--- src/rtl/painter_pkg.sv ---
// Shared encodings and colour helpers for the screen painter.
package painter_pkg;

  localparam int unsigned MODE_W  = 2;
  localparam int unsigned STATE_W = 2;

  // Draw modes as presented on the mode input.
  typedef enum logic [MODE_W-1:0] {
    MODE_CLEAR     = 2'd0,
    MODE_KEYS      = 2'd1,
    MODE_HIGHLIGHT = 2'd2,
    MODE_CHECKER   = 2'd3
  } mode_e;

  // Frame sequencing states.
  typedef enum logic [STATE_W-1:0] {
    ST_IDLE = 2'd0,
    ST_DRAW = 2'd1,
    ST_DONE = 2'd2
  } state_e;

  // All-ones colour for a given colour width (saturates at 32 bits).
  function automatic logic [31:0] white_of(int unsigned w);
    return (w >= 32) ? 32'hFFFF_FFFF : ((32'd1 << w) - 32'd1);
  endfunction

  // All-zeros colour for a given colour width.
  function automatic logic [31:0] black_of(int unsigned w);
    return white_of(w) & 32'h0;
  endfunction

endpackage

--- src/rtl/raster_scan.sv ---
// Row-major pixel scanner with per-key column and key index tracking.
module raster_scan
  import painter_pkg::*;
#(
  parameter int unsigned H_RES  = 160,
  parameter int unsigned V_RES  = 120,
  parameter int unsigned KEY_W  = 20,
  parameter int unsigned X_W    = 8,
  parameter int unsigned Y_W    = 7,
  parameter int unsigned COL_W  = 5,
  parameter int unsigned KIDX_W = 4
) (
  input  logic              clock,
  input  logic              resetn,
  input  logic              clear,
  input  logic              advance,
  output logic [X_W-1:0]    px,
  output logic [Y_W-1:0]    py,
  output logic [COL_W-1:0]  col,
  output logic [KIDX_W-1:0] kidx,
  output logic              last_c
);

  logic x_wrap_c;
  logic y_wrap_c;
  logic col_wrap_c;
  logic kidx_sat_c;

  // Wrap and end-of-frame detection on the current position.
  always_comb begin
    x_wrap_c   = (px == X_W'(H_RES - 1));
    y_wrap_c   = (py == Y_W'(V_RES - 1));
    col_wrap_c = (col == COL_W'(KEY_W - 1));
    kidx_sat_c = (kidx == {KIDX_W{1'b1}});
    last_c     = x_wrap_c && y_wrap_c;
  end

  // Position counters; advance wins over clear, key counters restart at each row.
  always_ff @(posedge clock or negedge resetn) begin
    if (!resetn) begin
      px   <= '0;
      py   <= '0;
      col  <= '0;
      kidx <= '0;
    end else if (advance) begin
      if (x_wrap_c) begin
        px   <= '0;
        col  <= '0;
        kidx <= '0;
        py   <= y_wrap_c ? '0 : py + Y_W'(1);
      end else begin
        px <= px + X_W'(1);
        if (col_wrap_c) begin
          col <= '0;
          if (!kidx_sat_c) kidx <= kidx + KIDX_W'(1);
        end else begin
          col <= col + COL_W'(1);
        end
      end
    end else if (clear) begin
      px   <= '0;
      py   <= '0;
      col  <= '0;
      kidx <= '0;
    end
  end

endmodule

--- src/rtl/screen_painter.sv ---
// Full-screen draw engine feeding the vga_adapter pixel-write port.
module screen_painter
  import painter_pkg::*;
#(
  parameter int unsigned H_RES    = 160,
  parameter int unsigned V_RES    = 120,
  parameter int unsigned X_W      = 8,
  parameter int unsigned Y_W      = 7,
  parameter int unsigned COLOUR_W = 3,
  parameter int unsigned KEY_W    = 20,
  parameter int unsigned NUM_KEYS = 8,
  parameter int unsigned BLACK_H  = 72
) (
  input  logic                        clock,
  input  logic                        resetn,
  input  logic                        start,
  input  logic                        abort,
  input  logic [1:0]                  mode,
  input  logic [$clog2(NUM_KEYS)-1:0] key_sel,
  input  logic [COLOUR_W-1:0]         fill_colour,
  output logic [X_W-1:0]              x,
  output logic [Y_W-1:0]              y,
  output logic [COLOUR_W-1:0]         colour,
  output logic                        plot,
  output logic                        busy,
  output logic                        done
);

  localparam int unsigned SEL_W    = $clog2(NUM_KEYS);
  localparam int unsigned COL_W    = $clog2(KEY_W);
  localparam int unsigned KIDX_W   = $clog2(H_RES / KEY_W + 1);
  localparam int unsigned KEYS_END = NUM_KEYS * KEY_W;
  localparam int unsigned BKEY_W   = KEY_W / 4;
  localparam logic [COLOUR_W-1:0] WHITE = COLOUR_W'(white_of(COLOUR_W));
  localparam logic [COLOUR_W-1:0] BLACK = COLOUR_W'(black_of(COLOUR_W));

  state_e              state, state_d;
  mode_e               mode_q, eff_mode;
  logic [SEL_W-1:0]    sel_q, eff_sel;
  logic [COLOUR_W-1:0] fill_q, eff_fill;
  logic                last_q;
  logic                emit_c;
  logic                clear_c;
  logic                key_white;
  logic [COLOUR_W-1:0] pix_colour;
  logic [X_W-1:0]      px, x_d;
  logic [Y_W-1:0]      py, y_d;
  logic [COL_W-1:0]    col;
  logic [KIDX_W-1:0]   kidx;
  logic                last_c;
  logic [COLOUR_W-1:0] colour_d;
  logic                plot_d, busy_d, done_d;

  raster_scan #(
    .H_RES (H_RES),
    .V_RES (V_RES),
    .KEY_W (KEY_W),
    .X_W   (X_W),
    .Y_W   (Y_W),
    .COL_W (COL_W),
    .KIDX_W(KIDX_W)
  ) u_scan (
    .clock  (clock),
    .resetn (resetn),
    .clear  (clear_c),
    .advance(emit_c),
    .px     (px),
    .py     (py),
    .col    (col),
    .kidx   (kidx),
    .last_c (last_c)
  );

  // State register.
  always_ff @(posedge clock or negedge resetn) begin
    if (!resetn) state <= ST_IDLE;
    else         state <= state_d;
  end

  // Next state and next output values; a pixel is emitted on every DRAW cycle
  // until the last one has gone out or an abort arrives.
  always_comb begin
    state_d  = state;
    emit_c   = 1'b0;
    unique case (state)
      ST_IDLE: if (start) begin
        state_d = ST_DRAW;
        emit_c  = 1'b1;
      end
      ST_DRAW: begin
        if (abort || last_q) state_d = ST_DONE;
        else                 emit_c  = 1'b1;
      end
      ST_DONE: state_d = ST_IDLE;
      default: state_d = ST_IDLE;
    endcase
    clear_c  = (state != ST_DRAW) && !emit_c;
    x_d      = x;
    y_d      = y;
    colour_d = colour;
    plot_d   = 1'b0;
    busy_d   = (state_d == ST_DRAW);
    done_d   = (state_d == ST_DONE);
    if (emit_c) begin
      x_d      = px;
      y_d      = py;
      colour_d = pix_colour;
      plot_d   = 1'b1;
    end
  end

  // Registered pixel-port outputs and the last-pixel-sent flag.
  always_ff @(posedge clock or negedge resetn) begin
    if (!resetn) begin
      x      <= '0;
      y      <= '0;
      colour <= '0;
      plot   <= 1'b0;
      busy   <= 1'b0;
      done   <= 1'b0;
      last_q <= 1'b0;
    end else begin
      x      <= x_d;
      y      <= y_d;
      colour <= colour_d;
      plot   <= plot_d;
      busy   <= busy_d;
      done   <= done_d;
      if (emit_c) last_q <= last_c;
    end
  end

  // Frame settings captured when a start is accepted.
  always_ff @(posedge clock or negedge resetn) begin
    if (!resetn) begin
      mode_q <= MODE_CLEAR;
      sel_q  <= '0;
      fill_q <= '0;
    end else if (state == ST_IDLE && start) begin
      mode_q <= mode_e'(mode);
      sel_q  <= key_sel;
      fill_q <= fill_colour;
    end
  end

  // The first pixel is coloured from the live inputs, the rest from the latches.
  always_comb begin
    eff_mode = (state == ST_IDLE) ? mode_e'(mode) : mode_q;
    eff_sel  = (state == ST_IDLE) ? key_sel       : sel_q;
    eff_fill = (state == ST_IDLE) ? fill_colour   : fill_q;
  end

  // Colour mux for the pixel at the scanner position.
  always_comb begin
    key_white = 1'b1;
    if (32'(px) >= KEYS_END)                                        key_white = 1'b0;
    else if (col == COL_W'(KEY_W - 1))                              key_white = 1'b0;
    else if (32'(py) < BLACK_H && 32'(col) < BKEY_W && kidx != '0)  key_white = 1'b0;
    pix_colour = BLACK;
    unique case (eff_mode)
      MODE_CLEAR:     pix_colour = eff_fill;
      MODE_KEYS:      pix_colour = key_white ? WHITE : BLACK;
      MODE_HIGHLIGHT: pix_colour = !key_white ? BLACK :
                                   (32'(kidx) == 32'(eff_sel)) ? eff_fill : WHITE;
      MODE_CHECKER:   pix_colour = (px[2] ^ py[2]) ? eff_fill : BLACK;
      default:        pix_colour = BLACK;
    endcase
  end

endmodule

--- config.mk ---
export PLATFORM = sky130hd
export DESIGN_NAME = screen_painter
export DESIGN_NICKNAME = d
export VERILOG_FILES = /design/src/rtl/painter_pkg.sv /design/src/rtl/raster_scan.sv /design/src/rtl/screen_painter.sv
export SDC_FILE = /design/constraint.sdc
export NUM_CORES = 1
export LEC_CHECK = 0
export CORE_MARGIN = 4
export CORE_UTILIZATION = 45
export DETAILED_ROUTE_END_ITERATION = 6
export PLACE_DENSITY = 0.74
export SYNTH_ARGS = -nofsm -noshare
export SYNTH_HDL_FRONTEND = slang
export SYNTH_HIERARCHICAL = 1
export SYNTH_SLANG_ARGS = --single-unit
--- constraint.sdc ---
create_clock -name clock -period 3.8 [get_ports clock]
set_input_delay 1.14 -clock clock [delete_from_list [all_inputs] [get_ports clock]]
set_output_delay 1.14 -clock clock [all_outputs]
set_load 0.01 [all_outputs]
==> results of run 1 <==
[power breakdown]
group / total (W) / switching [W] / leakage, nW / internal, W
Combinational: 0.000614 / 0.000324 / 0.723 / 0.000290
Sequential: 0.000834 / 0.000120 / 0.742 / 0.000714
Clock: 0.000315 / 0.000190 / 0.0400 / 0.000125
Total: 0.00176 / 0.000634 / 1.51 / 0.00113
[worst min path at each step]
stage | start | endpoint | slack (ns) | cells after the start
2_1_floorplan | last_q | last_q | 0.45 | 2
3_3_place_gp | y[6] | y[6] | 0.46 | 2
3_5_place_dp | x[6] | x[6] | 0.47 | 2
4_1_cts | x[6] | x[6] | 0.49 | 2
5_1_grt | y[5] | y[5] | 0.51 | 2
6_report | x[1] | x[1] | 0.48 | 2
[state kept, by name (all words and copies together), names as in the netlist, 3 cells and up]
| register | count |
|---|---|
| colour | 3 |
| fill_q | 3 |
| sel_q | 3 |
| u_scan/col | 5 |
| u_scan/kidx | 4 |
| u_scan/px | 8 |
| u_scan/py | 7 |
| x | 8 |
| y | 7 |
[worst max-delay path: stages]
cell             delay [ns]
clkdlybuf4s50_1        0.40
nor2_1                 0.26
a31oi_4                0.13
inv_2                  0.23
nand2b_1               0.27
or4b_1                 0.46
o21ai_0                0.08
[cells by family after synthesis]
family                   share of synthesized area [%]
XOR/XNOR                                          2.40
buffers and inverters                             3.30
AO/OA/AOI/OAI                                     15.6
flip-flops                                        48.1
adder cells (fa/ha/maj)                           1.72
AND/OR/NAND/NOR                                   24.1
multiplexers                                      4.76
[cell type report]
| cell class | count | area [um^2] | area share, % |
|---|---|---|---|
| clock inverter | 2 | 12.5 | 0.370 |
| inverter | 7 | 26.3 | 0.777 |
| tap | 77 | 96.3 | 2.85 |
| clock buffer | 5 | 68.8 | 2.03 |
| sequential | 56 | 1400 | 41.4 |
| multi-input combinational | 224 | 1420 | 41.9 |
| timing repair buffer | 38 | 360 | 10.7 |
[synth_stat cells, types with 5 or more instances]
library cell / count / area (um^2)
nand2_1: 67 / 251
dfrtp_1: 56 / 1400
o21ai_0: 16 / 80.1
nand3_1: 14 / 70.1
nor2_1: 9 / 33.8
mux2_2: 7 / 78.8
nand2b_1: 7 / 43.8
nor3_1: 7 / 35.0
o211ai_1: 7 / 52.6
inv_1: 6 / 22.5
mux2i_1: 6 / 60.1
nand4_1: 5 / 31.3
[per-layer routing]
| layer | wire [um] | track usage (%) |
|---|---|---|
| met5 | 0 | 0 |
| met4 | 84 | 4.26 |
| met3 | 351 | 3.54 |
| met2 | 3070 | 29.7 |
| met1 | 2760 | 23.0 |
[per-stage QoR]
| step | utilization, % | instances | power (W) | setup WS, ns |
|---|---|---|---|---|
| after floorplan | - | 297 | 0.00125 | 0.760 |
| after global placement | 52.3 | 402 | 0.00144 | 0.836 |
| after detailed placement | 52.3 | 402 | 0.00146 | 0.765 |
| after CTS | 53.6 | 409 | 0.00177 | 1.09 |
| after global routing | 53.6 | 409 | 0.00189 | 0.889 |
| final | 53.6 | 409 | 0.00176 | 1.06 |
==> impl_metrics.yaml, run 1 <==
run_status:
  run_status: "complete, no violations"
sta:
  rsz0062_at_grt: "false"
  skew_ns: 0.0121
  finalHoldWorstSlack_ns: 0.483
  fin_setup_tns_ns: 0
  fin_crit_ns: 2.74
  timing_hold_violations_final: 0
  fin_crit_sh_pct: 72.2
  final-max-slew-violation-count: 0
  relSlewSlack_pct: 56.0
  worstMarginPinSlew_ns: 0.659
  setup_violations: 0
  max_freq_mhz: 365
route:
  drtIter0Drc: 137
  drcViolationCount: 0
  first_pass_iters: 4
  antenna_left: 0
  wl_per_cell_um: 15.3
  vias: 2381
  drt-total-wl_mm: 6.27
  vias_per_cell: 5.82
grt:
  grt_max_degree: 31
  grt-ovfl-total: 0
  grt_pass1_vias: 2335
  grtUsageTotal_pct: 17.5
  grt_pass1_wl_mm: 10.8
  antenna_found_initial: 0
final_layout:
  final_cell_mix: "67 x nand2_1, 56 x dfrtp_1, 31 x clkdlybuf4s50_1"
  fin_nets: 348
  final_area_um2: 3380
  area_growth_pct: 16.1
  n_antenna_cell: 0
  final_common_cell: "nand2_1"
  drive_gt1_share_pct: 9.64
  fillerInstances: 579
worst_setup_path:
  rr_startpoint: "u_scan/px[0]"
  rr_worst_depth: 5
  reg2reg_setup_slack_ns: 1.82
  endpoint_kind: "flop"
  cp.arrival_ns: 2.98
  endpoint: "u_scan/py[5]"
  r2r_end: "u_scan/py[5]"
  critPathMaxFanout: 16
  critPathKind: "in -> reg"
  critPathLaunchType: "input pin"
  crit_start: "abort"
  worstPathRequired_ns: 4.04
floorplan:
  start_util_pct: 46.2
  die-height_um: 88.5
  die_area_um2: 7830
  fp.coreArea_um2: 6310
  ios: 33
  fp.dieW_um: 88.5
  num_rows: 29
place:
  io_buffers: 32
  place_congestion: 0.841
  dpl-instance-area_um2: 3300
  place_hpwl_mm: 4.49
run:
  drv_cap: 0
clocking:
  cts_hold_buf: 0
  cts_setup_buffers: 0
  clk_pin_slew_worst_paths_ns: 0.10
  insertion_delay_ns: 0.31
  cts_resized: 0
  cts_buffers: 5
  root_buffer: "clkbuf_8"
  tritoncts: "done"
  cts-htree-levels: 2
  clockBufferDepth: 2
  cts_num_sinks: 56
logic_synthesis:
  yosysWarningCount: 6
  synth_fp_nets: 313
  synth-async-reset-ratio_pct: 100
  syn_avg_cell_area_um2: 9.82
  ys_seq_elements: 56
  synth_cell_types: 63
  synth_area_um2: 2920
  synth_edf_count: 0
  dominantRegCellSynth: "dfrtp_1"
  syn_inst: 297
  ys_seq_area_share_pct: 48.1
worst_hold_path:
  hp-class: "reg -> reg"
pwr:
  leakage_nw: 1.51
  vdd_drop_max_uv: 304
  p_per_area_nw_per_um2: 521
Note: power is estimated with default switching activity, not from simulation.
==> run 2, diff against run 1 <==
Settings changed: PLACE_DENSITY 0.74 to 0.77.
Clock period 3.8 ns to 2.4 ns, I/O delays scaled along.
==> impl_metrics.yaml, run 2 (synthesis gave the netlist of run 1 again) <==
sta:
  fin_crit_sh_pct: 92.0
  setup_violations: 0
  relSlewSlack_pct: 66.0
  max_freq_mhz: 453
  fin_setup_tns_ns: 0
  rsz0062_at_grt: "false"
  skew_ns: 0.00893
  worstMarginPinSlew_ns: 0.511
  final-max-slew-violation-count: 0
  setup_slack_ns: 0.193
  timing_hold_violations_final: 0
  fin_crit_ns: 2.21
worst_setup_path:
  rr_worst_depth: 5
  slowest_stage: "clkdlybuf4s50_1"
  crit_chain: "clkdlybuf4s50_1 -> nor3b_2 -> a31oi_4 -> inv_2 -> buf_4 -> or2_2 -> nand3_1 -> nor3b_1 -> nor3_1"
  critPathLaunchType: "input pin"
  critPathMaxFanout: 8
  r2r_end: "u_scan/py[5]"
  endpoint: "u_scan/kidx[2]"
  critPathBufInv: 3
  critPathKind: "in -> reg"
  endpoint_kind: "flop"
  rr_startpoint: "u_scan/px[0]"
  cp.depth: 9
  critPathMaxStageDelay_ns: 0.41
  crit_start: "start"
  worst_path_dominant_cell_family: "simple AND/OR/NAND/NOR gates"
  reg2reg_setup_slack_ns: 0.46
  cp.arrival_ns: 2.43
  worstPathRequired_ns: 2.62
route:
  vias_per_cell: 5.57
  first_pass_iters: 4
  drt-total-wl_mm: 6.16
  drtIter0Drc: 192
  drcViolationCount: 0
  vias: 2380
  wl_per_cell_um: 14.4
  antenna_left: 0
place:
  dpl_worst_slack_ns: -0.123
  place_congestion: 0.857
  place_inst: 419
  io_buffers: 32
  place_hpwl_mm: 4.56
final_layout:
  final_core_util_pct: 56.1
  largestRegisters: "u_scan/px (8), x (8)"
  final-instance-count-excl-fill: 427
  drive_gt1_share_pct: 14.3
  fillerInstances: 559
  final_common_cell: "nand2_1"
  fin_nets: 365
  n_antenna_cell: 0
  final_cell_mix: "67 x nand2_1, 56 x dfrtp_1, 31 x clkdlybuf4s50_1"
  area_growth_pct: 21.5
clocking:
  clockBufferDepth: 2
  insertion_delay_ns: 0.31
  cts-htree-levels: 2
  cts_setup_buffers: 0
  cts_hold_buf: 0
  tritoncts: "done"
  clk_pin_slew_worst_paths_ns: 0.09
  cts_num_sinks: 56
  cts_resized: 0
  cts_buffers: 5
  root_buffer: "clkbuf_8"
pwr:
  clkPwrFrac_pct: 17.9
  intPower_w: 0.00193
  combPwrFrac_pct: 37.2
  seqPwrFrac_pct: 44.9
  p_per_area_nw_per_um2: 831
  p_sw_w: 0.00102
  leakage_nw: 1.60
  vdd_drop_max_uv: 536
  netSwitchingFraction_pct: 34.7
grt:
  use_met3_pct: 3.54
  use_met1_pct: 22.1
  grt-ovfl-total: 0
  grt_use_met2_pct: 28.7
  grtUsageTotal_pct: 17.2
  antenna_found_initial: 0
  globalRoute.busiestLayer: "met2"
  grt_max_degree: 23
  grt_pass1_wl_mm: 10.7
  grt_pass1_vias: 2365
floorplan:
  start_util_pct: 46.2
  fp.coreArea_um2: 6310
  num_rows: 29
  die_area_um2: 7830
  die-height_um: 88.5
  fp.dieW_um: 88.5
  ios: 33
worst_hold_path:
  hp-class: "in -> async"
run_status:
  run_status: "complete, no violations"
run:
  drv_cap: 0
-- run 2: cell types whose count changed in the layout (fill, tap and decap cells not counted), sizes merged --
cell | previous run | this run
buf | 7 | 24
clkbuf | 5 | 7
clkinv | 1 | 0
-- run 2: per-layer routing --
metal | up-vias | wire length [um]
met5 | - | 0
met4 | 0 | 77
met3 | 10 | 342
met2 | 63 | 2950
met1 | 1125 | 2790
li1 | 1182 | -
-- run 2: worst register-to-register path, cell delays in order (launching register included) --
cell	delay (ns)
dfrtp_1	0.47
ha_1	0.30
and4_1	0.37
nand4_1	0.14
or4b_1	0.50
o21ai_0	0.08
-- run 2: area by class of cell --
class	instances	area [um^2]	share of cell area, %
Inverter	7	26.3	0.742
Tap cell	77	96.3	2.72
Multi-Input combinational cell	224	1430	40.2
Clock buffer	7	86.3	2.44
Sequential cell	56	1400	39.5
Clock inverter	1	7.51	0.212
Timing Repair Buffer	55	500	14.1
-- run 2: power groups by stage --
stage                     Combinational [W]  Sequential, W  Clock, W
after floorplan                    0.000663        0.00132         0
after global placement              0.00107        0.00133         0
after detailed placement            0.00110        0.00134         0
after CTS                           0.00110        0.00133  0.000549
after global routing                0.00122        0.00136  0.000581
final                               0.00110        0.00132  0.000528
-- run 2: worst min path at each step --
stage                      start   end  slack, ns  cells after the start
after floorplan           resetn  busy       0.42                      0
after global placement      y[4]  y[4]       0.46                      2
after detailed placement    x[7]  x[7]       0.46                      2
after CTS                 resetn  y[1]       0.38                      1
after global routing      resetn  y[0]       0.40                      1
final                     resetn  y[0]       0.37                      1
-- run 2: stage by stage --
step | hold WS (ns) | area (um^2) | total power, W
after floorplan | 0.424 | 2920 | 0.00198
after global placement | 0.455 | 3450 | 0.00240
after detailed placement | 0.462 | 3450 | 0.00244
after CTS | 0.376 | 3540 | 0.00298
after global routing | 0.400 | 3540 | 0.00316
final | 0.366 | 3540 | 0.00295
==> run 3, diff against run 2 <==
Settings changed: CORE_ASPECT_RATIO set to 0.8.
==> impl_metrics.yaml, run 3 (synthesis gave the netlist of run 1 again) <==
final_layout:
  final-instance-count-excl-fill: 429
  fillerInstances: 541
  area_growth_pct: 21.8
  fin_nets: 363
  final_cell_mix: "67 x nand2_1, 56 x dfrtp_1, 31 x clkdlybuf4s50_1"
  largestRegisters: "u_scan/px (8), x (8)"
  n_antenna_cell: 0
  drive_gt1_share_pct: 13.8
  final_common_cell: "nand2_1"
  final_core_util_pct: 58.2
clocking:
  cts-htree-levels: 2
  cts_num_sinks: 56
  clockBufferDepth: 2
  tritoncts: "done"
  clk_pin_slew_worst_paths_ns: 0.10
  cts_resized: 0
  cts_buffers: 5
  cts_setup_buffers: 0
  root_buffer: "clkbuf_8"
  insertion_delay_ns: 0.31
  cts_hold_buf: 0
worst_setup_path:
  critPathMaxFanout: 10
  rr_startpoint: "u_scan/px[0]"
  reg2reg_setup_slack_ns: 0.41
  worstPathRequired_ns: 2.63
  cp.arrival_ns: 2.44
  critPathKind: "in -> reg"
  r2r_end: "u_scan/py[5]"
  endpoint_kind: "flop"
  rr_worst_depth: 5
  critPathLaunchType: "input pin"
pwr:
  intPower_w: 0.00198
  leakage_nw: 1.60
  vdd_drop_max_uv: 317
  p_per_area_nw_per_um2: 849
  seqPwrFrac_pct: 43.8
  p_sw_w: 0.00103
  clkPwrFrac_pct: 20.8
  netSwitchingFraction_pct: 34.3
  combPwrFrac_pct: 35.5
route:
  vias_per_cell: 5.59
  drt-total-wl_mm: 6.30
  drtIter0Drc: 118
  antenna_left: 0
  vias: 2398
  first_pass_iters: 4
  drcViolationCount: 0
  wl_per_cell_um: 14.7
run_status:
  run_status: "complete, no violations"
sta:
  setup_violations: 0
  fin_setup_tns_ns: 0
  worstMarginPinSlew_ns: 0.434
  fin_crit_sh_pct: 91.9
  final-max-slew-violation-count: 0
  finalHoldWorstSlack_ns: 0.393
  fin_crit_ns: 2.21
  timing_hold_violations_final: 0
  relSlewSlack_pct: 70.9
  rsz0062_at_grt: "false"
  max_freq_mhz: 453
  skew_ns: 0.0119
floorplan:
  die_area_um2: 7840
  die-height_um: 80.0
  num_rows: 25
  fp.dieW_um: 98.0
  ios: 33
  fp.coreArea_um2: 6100
  start_util_pct: 47.8
grt:
  grt_pass1_vias: 2228
  antenna_found_initial: 0
  grtUsageTotal_pct: 16.8
  grt_pass1_wl_mm: 10.8
  grt-ovfl-total: 0
  grt_max_degree: 57
place:
  io_buffers: 32
  place_inst: 421
  place_congestion: 0.923
  place_hpwl_mm: 4.54
run:
  drv_cap: 0
worst_hold_path:
  hp-class: "in -> async"
[run 3: cell types whose count changed in the layout (fill, tap and decap cells not counted), sizes merged]
cell,change
bufinv,+1
buf,-2
inv,+1
clkbuf,-1
clkinvlp,-1
[run 3: worst max-delay path, cell delays in order]
cell and delay, ns:
clkdlybuf4s50_1 0.48, nor3b_2 0.27, a31oi_4 0.06, inv_2 0.19, nand2b_1 0.20, or4b_1 0.44, o21ai_0 0.08
[run 3: layer usage]
metal	up-vias	part of all wire [%]	track usage, %
met5	-	0	0
met4	0	0.78	3.46
met3	6	6.7	3.41
met2	70	44	25.8
met1	1153	49	24.5
li1	1169	-	-
[run 3: layout make-up]
cell class | instances | area (um^2) | share of cell area, %
multi-input cells | 224 | 1430 | 40.1
inverters | 7 | 26.3 | 0.740
flip-flops and latches | 56 | 1400 | 39.5
clock inverters | 2 | 38.8 | 1.09
clock buffers | 6 | 72.6 | 2.04
well taps | 81 | 101 | 2.85
repair buffers | 53 | 485 | 13.7
[run 3: worst max path at each step]
stage                      from  slack (ns)  cells after the start              to
final                     start        0.19                      7    u_scan/py[5]
after global routing      start        0.08                      8  u_scan/kidx[1]
after CTS                 start        0.21                      7    u_scan/py[5]
after detailed placement  start       -0.12                      7    u_scan/py[5]
after global placement    start       -0.04                      7    u_scan/py[5]
after floorplan           start       -0.02                     10   u_scan/col[4]
[run 3: per-stage QoR]
stage	total power (W)	instance area [um^2]	setup WS [ns]
after floorplan	0.00198	2920	-0.0166
after global placement	0.00237	3440	-0.0445
after detailed placement	0.00241	3440	-0.116
after CTS	0.00304	3550	0.205
after global routing	0.00323	3550	0.0763
final	0.00301	3550	0.194
[run 3: power groups by stage]
| stage | Combinational [W] | Sequential [W] | Clock, W |
|---|---|---|---|
| global placement | 0.00104 | 0.00133 | 0 |
| finish | 0.00107 | 0.00132 | 0.000626 |
| detailed placement | 0.00107 | 0.00134 | 0 |
| global route | 0.00118 | 0.00136 | 0.000691 |
| floorplan | 0.000663 | 0.00132 | 0 |
| CTS | 0.00108 | 0.00132 | 0.000646 |
